### config.mk
export PLATFORM = sky130hd
export DESIGN_NAME = video_pattern_source
export DESIGN_NICKNAME = d
export VERILOG_FILES = /design/src/rtl/video_pattern_source.sv
export SDC_FILE = /design/constraint.sdc
export NUM_CORES = 1
export LEC_CHECK = 0
export CAP_MARGIN = 0
export CORE_MARGIN = 10
export CORE_UTILIZATION = 40
export CTS_CLUSTER_SIZE = 8
export DETAILED_ROUTE_END_ITERATION = 12
export GPL_TIMING_DRIVEN = 0
export PLACE_DENSITY = 0.61
export SLEW_MARGIN = 20
export SYNTH_ARGS = -nofsm -noshare
export SYNTH_HDL_FRONTEND = slang
export SYNTH_SLANG_ARGS = --single-unit
### constraint.sdc
create_clock -name m_axis_vid_aclk -period 3.9 [get_ports m_axis_vid_aclk]
set_input_delay 0.975 -clock m_axis_vid_aclk [delete_from_list [all_inputs] [get_ports m_axis_vid_aclk]]
set_output_delay 0.975 -clock m_axis_vid_aclk [all_outputs]
set_load 0.01 [all_outputs]
### src/rtl/video_pattern_source.sv
// AXI4-Stream video master: synthesizes solid/bars/gradient/checker frames.
// Ports: m_axis_vid_* stream (tdata {8'h00,B,G,R}, tuser=SOF, tlast=EOL),
// control_op/control_data config bus, frame_count, busy.
// Optional VSRC_FRAME_STAMP_EN: SOF beat carries {16'hA55A, frame_count}.
module video_pattern_source #(
    parameter int MAXWIDTH  = 1280,
    parameter int FRAME_GAP = 16
) (
    input  logic        m_axis_vid_aclk,
    input  logic        areset,
    output logic [31:0] m_axis_vid_tdata,
    output logic        m_axis_vid_tvalid,
    input  logic        m_axis_vid_tready,
    output logic        m_axis_vid_tlast,
    output logic        m_axis_vid_tuser,
    input  logic [31:0] control_data,
    input  logic [7:0]  control_op,
    output logic [15:0] frame_count,
    output logic        busy
);

    localparam logic [7:0] OP_DIMENSIONS = 8'd2;
    localparam logic [7:0] OP_RESET      = 8'd11;
    localparam logic [7:0] OP_PATTERN    = 8'd13;
    localparam logic [7:0] OP_ENABLE     = 8'd14;
    localparam logic [7:0] OP_SOLID      = 8'd15;

    localparam logic [11:0] MAXW = 12'(MAXWIDTH);
    localparam int GW = (FRAME_GAP > 2) ? $clog2(FRAME_GAP) : 1;
    localparam logic [GW-1:0] GAP_LAST = GW'((FRAME_GAP > 0) ? FRAME_GAP - 1 : 0);

    typedef enum logic [1:0] {
        ST_IDLE,
        ST_LOAD,
        ST_ACTIVE,
        ST_GAP
    } state_t;

    function automatic logic [23:0] pattern_px(
        input logic [1:0]  pat,
        input logic [11:0] px,
        input logic [11:0] py,
        input logic [23:0] solid
    );
        logic [11:0] s;
        logic [23:0] r;
        s = px + py;
        r = 24'h0;
        case (pat)
            2'd0: r = solid;
            2'd1: begin
                case (px[9:7])
                    3'd0:    r = 24'hFFFFFF;
                    3'd1:    r = 24'h00FFFF;
                    3'd2:    r = 24'hFFFF00;
                    3'd3:    r = 24'h00FF00;
                    3'd4:    r = 24'hFF00FF;
                    3'd5:    r = 24'h0000FF;
                    3'd6:    r = 24'hFF0000;
                    default: r = 24'h000000;
                endcase
            end
            2'd2:    r = {s[7:0], py[7:0], px[7:0]};
            default: r = (px[4] ^ py[4]) ? 24'hFFFFFF : 24'h000000;
        endcase
        return r;
    endfunction

    // Control bus is registered once before decode.
    logic [7:0]  op_q;
    logic [31:0] data_q;
    logic [11:0] cfg_width;
    logic [11:0] cfg_height;
    logic [1:0]  cfg_pattern;
    logic [23:0] cfg_solid;
    logic        cfg_enable;

    logic unused_data;
    assign unused_data = ^data_q[31:28];

    always_ff @(posedge m_axis_vid_aclk) begin
        if (areset) begin
            op_q        <= 8'd0;
            data_q      <= 32'd0;
            cfg_width   <= 12'd720;
            cfg_height  <= 12'd576;
            cfg_pattern <= 2'd1;
            cfg_solid   <= 24'd0;
            cfg_enable  <= 1'b0;
        end else begin
            op_q   <= control_op;
            data_q <= control_data;
            case (op_q)
                OP_DIMENSIONS: begin
                    cfg_height <= data_q[27:16];
                    cfg_width  <= data_q[11:0];
                end
                OP_RESET: begin
                    cfg_width   <= 12'd720;
                    cfg_height  <= 12'd576;
                    cfg_pattern <= 2'd1;
                    cfg_solid   <= 24'd0;
                    cfg_enable  <= 1'b0;
                end
                OP_PATTERN: cfg_pattern <= data_q[1:0];
                OP_SOLID:   cfg_solid   <= data_q[23:0];
                OP_ENABLE:  cfg_enable  <= data_q[0];
                default: ;
            endcase
        end
    end

    logic [11:0] wclamp;
    logic        dims_ok;
    logic        cfg_ok;
    assign wclamp  = (cfg_width > MAXW) ? MAXW : cfg_width;
    assign dims_ok = (cfg_width != 12'd0) && (cfg_height != 12'd0);
    assign cfg_ok  = cfg_enable && dims_ok;

    state_t        state;
    logic [11:0]   x;
    logic [11:0]   y;
    logic [11:0]   wid;
    logic [11:0]   hgt;
    logic [1:0]    pat_s;
    logic [GW-1:0] gap_cnt;
    logic          last_x;
    logic          last_y;

    assign last_x = (x == wid - 12'd1);
    assign last_y = (y == hgt - 12'd1);
    assign busy   = (state != ST_IDLE);

    always_ff @(posedge m_axis_vid_aclk) begin
        if (areset) begin
            state             <= ST_IDLE;
            x                 <= 12'd0;
            y                 <= 12'd0;
            wid               <= 12'd0;
            hgt               <= 12'd0;
            pat_s             <= 2'd0;
            gap_cnt           <= '0;
            m_axis_vid_tdata  <= 32'd0;
            m_axis_vid_tvalid <= 1'b0;
            m_axis_vid_tlast  <= 1'b0;
            m_axis_vid_tuser  <= 1'b0;
            frame_count       <= 16'd0;
        end else begin
            case (state)
                ST_IDLE: begin
                    m_axis_vid_tdata  <= 32'd0;
                    m_axis_vid_tvalid <= 1'b0;
                    m_axis_vid_tlast  <= 1'b0;
                    m_axis_vid_tuser  <= 1'b0;
                    if (cfg_ok)
                        state <= ST_LOAD;
                end
                ST_LOAD: begin
                    // Dimensions may have been zeroed since leaving IDLE.
                    if (!dims_ok) begin
                        state <= ST_IDLE;
                    end else begin
                        wid   <= wclamp;
                        hgt   <= cfg_height;
                        pat_s <= cfg_pattern;
                        x     <= 12'd0;
                        y     <= 12'd0;
`ifdef VSRC_FRAME_STAMP_EN
                        m_axis_vid_tdata <= {16'hA55A, frame_count};
`else
                        m_axis_vid_tdata <= {8'h00,
                            pattern_px(cfg_pattern, 12'd0, 12'd0, cfg_solid)};
`endif
                        m_axis_vid_tvalid <= 1'b1;
                        m_axis_vid_tuser  <= 1'b1;
                        m_axis_vid_tlast  <= (wclamp == 12'd1);
                        state             <= ST_ACTIVE;
                    end
                end
                ST_ACTIVE: begin
                    if (m_axis_vid_tready) begin
                        m_axis_vid_tuser <= 1'b0;
                        if (last_x && last_y) begin
                            frame_count       <= frame_count + 16'd1;
                            m_axis_vid_tdata  <= 32'd0;
                            m_axis_vid_tvalid <= 1'b0;
                            m_axis_vid_tlast  <= 1'b0;
                            gap_cnt           <= '0;
                            if (FRAME_GAP == 0)
                                state <= cfg_ok ? ST_LOAD : ST_IDLE;
                            else
                                state <= ST_GAP;
                        end else if (last_x) begin
                            x                <= 12'd0;
                            y                <= y + 12'd1;
                            m_axis_vid_tdata <= {8'h00,
                                pattern_px(pat_s, 12'd0, y + 12'd1, cfg_solid)};
                            m_axis_vid_tlast <= (wid == 12'd1);
                        end else begin
                            x                <= x + 12'd1;
                            m_axis_vid_tdata <= {8'h00,
                                pattern_px(pat_s, x + 12'd1, y, cfg_solid)};
                            m_axis_vid_tlast <= (x + 12'd1 == wid - 12'd1);
                        end
                    end
                end
                default: begin
                    gap_cnt <= gap_cnt + 1'b1;
                    if (gap_cnt == GAP_LAST)
                        state <= cfg_ok ? ST_LOAD : ST_IDLE;
                end
            endcase
        end
    end

endmodule

==> summary.txt <==
CLOCKING
------------------------------------------------------------------------------------------------------
CTS tree                                                                                           yes
Insertion delay of the later-clocked pin in the worst-skew pair                                0.45 ns
Clock transition at the register clock pins on the worst setup and hold paths after CTS        0.09 ns
Clock Tree Buf Depth                                                                                 2
Clock net sink count                                                                               186
Root buffer selected by CTS                                                               sky130_fd_sc_hd__clkbuf_16
# H-tree levels                                                                                      4
Clock buffers created by TritonCTS                                                                  17

CRITICAL PATH
------------------------------------------------------------------------------------------------------
Number of cells traversed by the worst register-to-register path                                    15
Data required, critical path                                                                   4.28 ns
Capture point of the worst reg-to-reg path                                                frame_count[9]
Worst path slowest cell                                                                   sky130_fd_sc_hd__or4_1
Type of origin of the critical path                                                           register
Count of buffering cells on the critical path with inverters included                                5
Critical path endpoint category                                                               register
Internal reg-to-reg setup slack                                                                0.13 ns
Delay contributed by the slowest stage of the critical path                                    0.45 ns
WS Path Type                                                                                   reg2reg
Arrival time of data at the critical path endpoint                                             4.15 ns
Series of cell instances along the critical path                                          inv_1 -> ha_2 -> or3b_1 -> buf_2 -> or4_1 -> buf_2 -> a2bb2oi_1 -> a211oi_4 -> nand3_4 -> nor4_4 -> buf_4 -> nand4_1 -> buf_4 -> or3_1 -> a21oi_1
Cell family with the largest share of critical-path delay                                 simple AND/OR/NAND/NOR gates
Beginning of the critical path                                                                  wid[1]
R2R Path Start                                                                                  wid[1]
Critical path fanouts, max                                                                          10

POWER
------------------------------------------------------------------------------------------------------
Cell Pwr Density                                                                          436.5 nW/um^2
Sequential share of power                                                                        0.392
Switching share of power                                                                        0.3418
Fraction of power consumed by the clock network                                                  0.344
Static leakage                                                                             0.004086 uW
Switching power                                                                                1775 uW
Internal power summed over all cells                                                           3419 uW
Peak VDD IR                                                                                   346.3 uV
Combinational power share                                                                        0.264

PLACE
------------------------------------------------------------------------------------------------------
Placed cell area                                                                           11240 sq um
# port buffers                                                                                      82
Placed wire-length estimate after detailed placement                                          25.76 mm
Global placer's final weighted congestion                                                       0.9757
Pre-CTS worst setup slack                                                                   -0.1300 ns

STA
------------------------------------------------------------------------------------------------------
Final WS setup                                                                               0.1295 ns
Final setup skew                                                                            0.01652 ns
Number of failing setup endpoints in the final timing report                                         0
Final Max Slew Viols                                                                                 0
Period Utilization, post-route                                                                  0.9668
Transition time at the pin with the least slew margin                                         1.128 ns
Worst slew margin relative to its limit                                                         0.2423
Fmax                                                                                         265.2 MHz
Number of hold violations in the final report                                                        0
Shortest period the worst path allows                                                         3.771 ns

SYNTH
------------------------------------------------------------------------------------------------------
Most common flop cell mapped by yosys                                                     sky130_fd_sc_hd__dfxtp_1
Biggest area consumer among synthesized cells                                             sky130_fd_sc_hd__dfxtp_1
Area share of the leading cell type in the synthesized netlist                                  0.3729
EDFF count, synth                                                                                    0
Sequential-to-total area share from yosys stat                                                  0.3729
Post-Synthesis Cells                                                                              1266
Number of distinct library cells after synthesis                                                    70
Synth top area cells                                                                      sky130_fd_sc_hd__dfxtp_1 (37%), sky130_fd_sc_hd__a21oi_1 (6.1%), sky130_fd_sc_hd__nand2_1 (5.1%)
Total number of yosys warnings                                                                       0
Post-synthesis sequential element count                                                            186
Synthesized area per cell                                                                  7.888 sq um
Ys async rst share                                                                                   0
Post-Synthesis Cell Area                                                                    9986 sq um

ROUTE
------------------------------------------------------------------------------------------------------
Detailed-routing iteration count for the pre-antenna-repair pass                                     6
Wire length per cell                                                                          19.40 um
Number of vias after detailed routing                                                             9668
Detailed-route DRC error count                                                                       0
Final routed wirelength across all metal layers                                               33.19 mm
Via density per instance                                                                         5.650
Starting DRT DRC Count                                                                             906
ANT nets after route                                                                                 0

GRT
------------------------------------------------------------------------------------------------------
Pin count of the biggest net entering global routing                                                21
Initial antenna violation count                                                                      0
GRT overflow                                                                                         0
Wire length of the first global-routing pass                                                  51.09 mm
Number of global-route vias before repair                                                         8930
Global router's overall resource usage                                                          0.2055

RUN
------------------------------------------------------------------------------------------------------
Number of maximum-capacitance constraint violations                                                  0

FINAL LAYOUT
------------------------------------------------------------------------------------------------------
Proportion of layout cells with a drive suffix above 1                                         0.06489
Total number of nets in the final design                                                          1436
Count of inserted antenna diode cells                                                                0
Most frequent standard cell in the layout excluding fill and tap cells                    sky130_fd_sc_hd__dfxtp_1
Area growth, synth to finish                                                                    19.17%
Highest-count cells in the layout ignoring fill and taps                                  sky130_fd_sc_hd__dfxtp_1 (184), sky130_fd_sc_hd__nand2_1 (136), sky130_fd_sc_hd__a21oi_1 (121)
Cell area after layout                                                                     11900 sq um

DIE
------------------------------------------------------------------------------------------------------
Area of the placeable core                                                                 24460 sq um
Number of placed I/O pins                                                                           95
Placement Rows                                                                                      57
Overall die area                                                                           31680 sq um
Effective utilization at floorplan                                                              0.4082
Height of the die                                                                               178 um
Die width                                                                                       178 um

WORST HOLD PATH
------------------------------------------------------------------------------------------------------
Cell depth of the worst min-delay path                                                               2
Hold_sp                                                                                     data_q[27]
Hold endpoint                                                                             cfg_height[11]
Worst min-delay path class                                                                     reg2reg

OUTCOME
------------------------------------------------------------------------------------------------------
Result of the run                                                                         complete, no violations

-- power by group through the flow --
| stage | Combinational (uW) | Sequential [uW] | Clock (uW) |
|---|---|---|---|
| finish | 1370 | 2030 | 1790 |
| detailed placement | 1340 | 2080 | 0 |
| global placement | 1340 | 2080 | 0 |
| floorplan | 1010 | 2050 | 0 |
| global route | 1510 | 2040 | 1880 |
| CTS | 1350 | 2030 | 1800 |
-- worst max-delay path by stage --
stage	to	slack (ns)	depth (start not counted)
2_1_floorplan	m_axis_vid_tdata[15]	0.59	15
3_3_place_gp	x[11]	-0.07	15
3_5_place_dp	x[11]	-0.13	15
4_1_cts	m_axis_vid_tdata[17]	0.02	13
5_1_grt	frame_count[13]	-0.005	15
6_report	frame_count[9]	0.13	15
-- timing repair --
action,in CTS,in global routing
setup endpoints to repair,7,52
pin swaps,0,2
hold buffers,0,0
gates resized for setup,3,17
buffers inserted,0,2
-- tightest hold or removal path, delay by kind of cell, from the launching register on --
kind,cells,cell delay [ns]
flip-flops,1,0.31
AO/OA/AOI/OAI,1,0.06
AND/OR/NAND/NOR,1,0.06
-- registers in the layout, indices dropped and copies added (netlist names) --
signal and flops:
frame_count 16, data_q 28, cfg_solid 24, m_axis_vid_tlast 1
cfg_width 12, m_axis_vid_tdata 24, cfg_height 12, gap_cnt 4
m_axis_vid_tuser 1, pat_s 2, wid 12, cfg_pattern 2
cfg_enable 1, y 12, state 2, m_axis_vid_tvalid 1
hgt 12, x 12, op_q 8
-- cell families after synthesis --
| group | share of synthesized area |
|---|---|
| XOR/XNOR | 0.05613 |
| other | 0.0003755 |
| flip-flops | 0.3729 |
| AO/OA/AOI/OAI | 0.1952 |
| multiplexers | 0.01215 |
| adder cells (fa/ha/maj) | 0.02456 |
| AND/OR/NAND/NOR | 0.2788 |
| buffers and inverters | 0.05989 |
-- synthesized netlist by cell type, types with 7 or more instances --
| library cell | count |
|---|---|
| sky130_fd_sc_hd__nor2b_1 | 54 |
| sky130_fd_sc_hd__clkbuf_1 | 79 |
| sky130_fd_sc_hd__and3_1 | 13 |
| sky130_fd_sc_hd__buf_2 | 10 |
| sky130_fd_sc_hd__xnor2_1 | 46 |
| sky130_fd_sc_hd__nand2b_1 | 13 |
| sky130_fd_sc_hd__o211ai_1 | 9 |
| sky130_fd_sc_hd__nand4_1 | 15 |
| sky130_fd_sc_hd__xor2_1 | 18 |
| sky130_fd_sc_hd__nand3_1 | 58 |
| sky130_fd_sc_hd__nor2_1 | 98 |
| sky130_fd_sc_hd__o21a_1 | 7 |
| sky130_fd_sc_hd__o22ai_1 | 11 |
| sky130_fd_sc_hd__buf_4 | 12 |
| sky130_fd_sc_hd__or3_1 | 17 |
| sky130_fd_sc_hd__or4_1 | 12 |
| sky130_fd_sc_hd__ha_1 | 18 |
| sky130_fd_sc_hd__a22oi_1 | 11 |
| sky130_fd_sc_hd__o31ai_1 | 8 |
| sky130_fd_sc_hd__o221ai_1 | 14 |
| sky130_fd_sc_hd__dfxtp_1 | 186 |
| sky130_fd_sc_hd__nand3b_1 | 19 |
| sky130_fd_sc_hd__or2_2 | 9 |
| sky130_fd_sc_hd__o21ai_0 | 49 |
| sky130_fd_sc_hd__mux2i_1 | 11 |
| sky130_fd_sc_hd__a21oi_1 | 121 |
| sky130_fd_sc_hd__nor3_1 | 32 |
| sky130_fd_sc_hd__and2_1 | 11 |
| sky130_fd_sc_hd__nand2_1 | 137 |
| sky130_fd_sc_hd__nor4_1 | 16 |
| sky130_fd_sc_hd__a31oi_1 | 14 |
| sky130_fd_sc_hd__inv_1 | 35 |
| sky130_fd_sc_hd__a2bb2oi_1 | 7 |
| sky130_fd_sc_hd__a211oi_1 | 12 |
-- per-layer routing --
| layer | track usage | share of wire |
|---|---|---|
| met3 | 0.04609 | 0.075 |
| met4 | 0.06634 | 0.025 |
| met5 | 0 | 0 |
| met1 | 0.2719 | 0.45 |
| met2 | 0.3252 | 0.45 |
-- layout make-up --
type / count / area [sq um]
Multi-Input combinational cell: 947 / 5731
Timing Repair Buffer: 84 / 835.8
Tap cell: 324 / 405.4
Clock inverter: 14 / 170.2
Sequential cell: 186 / 3726
Inverter: 35 / 131.4
Clock buffer: 18 / 429.2
Buffer: 103 / 471.7
Fill cell: 2389 / 12560
-- stage by stage --
stage	utilization	std cells	power, uW	TNS [ns]	hold WS [ns]
final	0.4865	1711	5195	0	0.4638
after global routing	0.4865	1711	5427	-0.007095	0.4818
after CTS	0.4844	1711	5185	0	0.4646
after detailed placement	0.4594	1679	3422	-0.2971	0.4479
after global placement	0.4594	1679	3415	-0.1344	0.4578
after floorplan	-	1273	3069	0	0.4324
No activity file was read; power rests on OpenSTA's default activity.
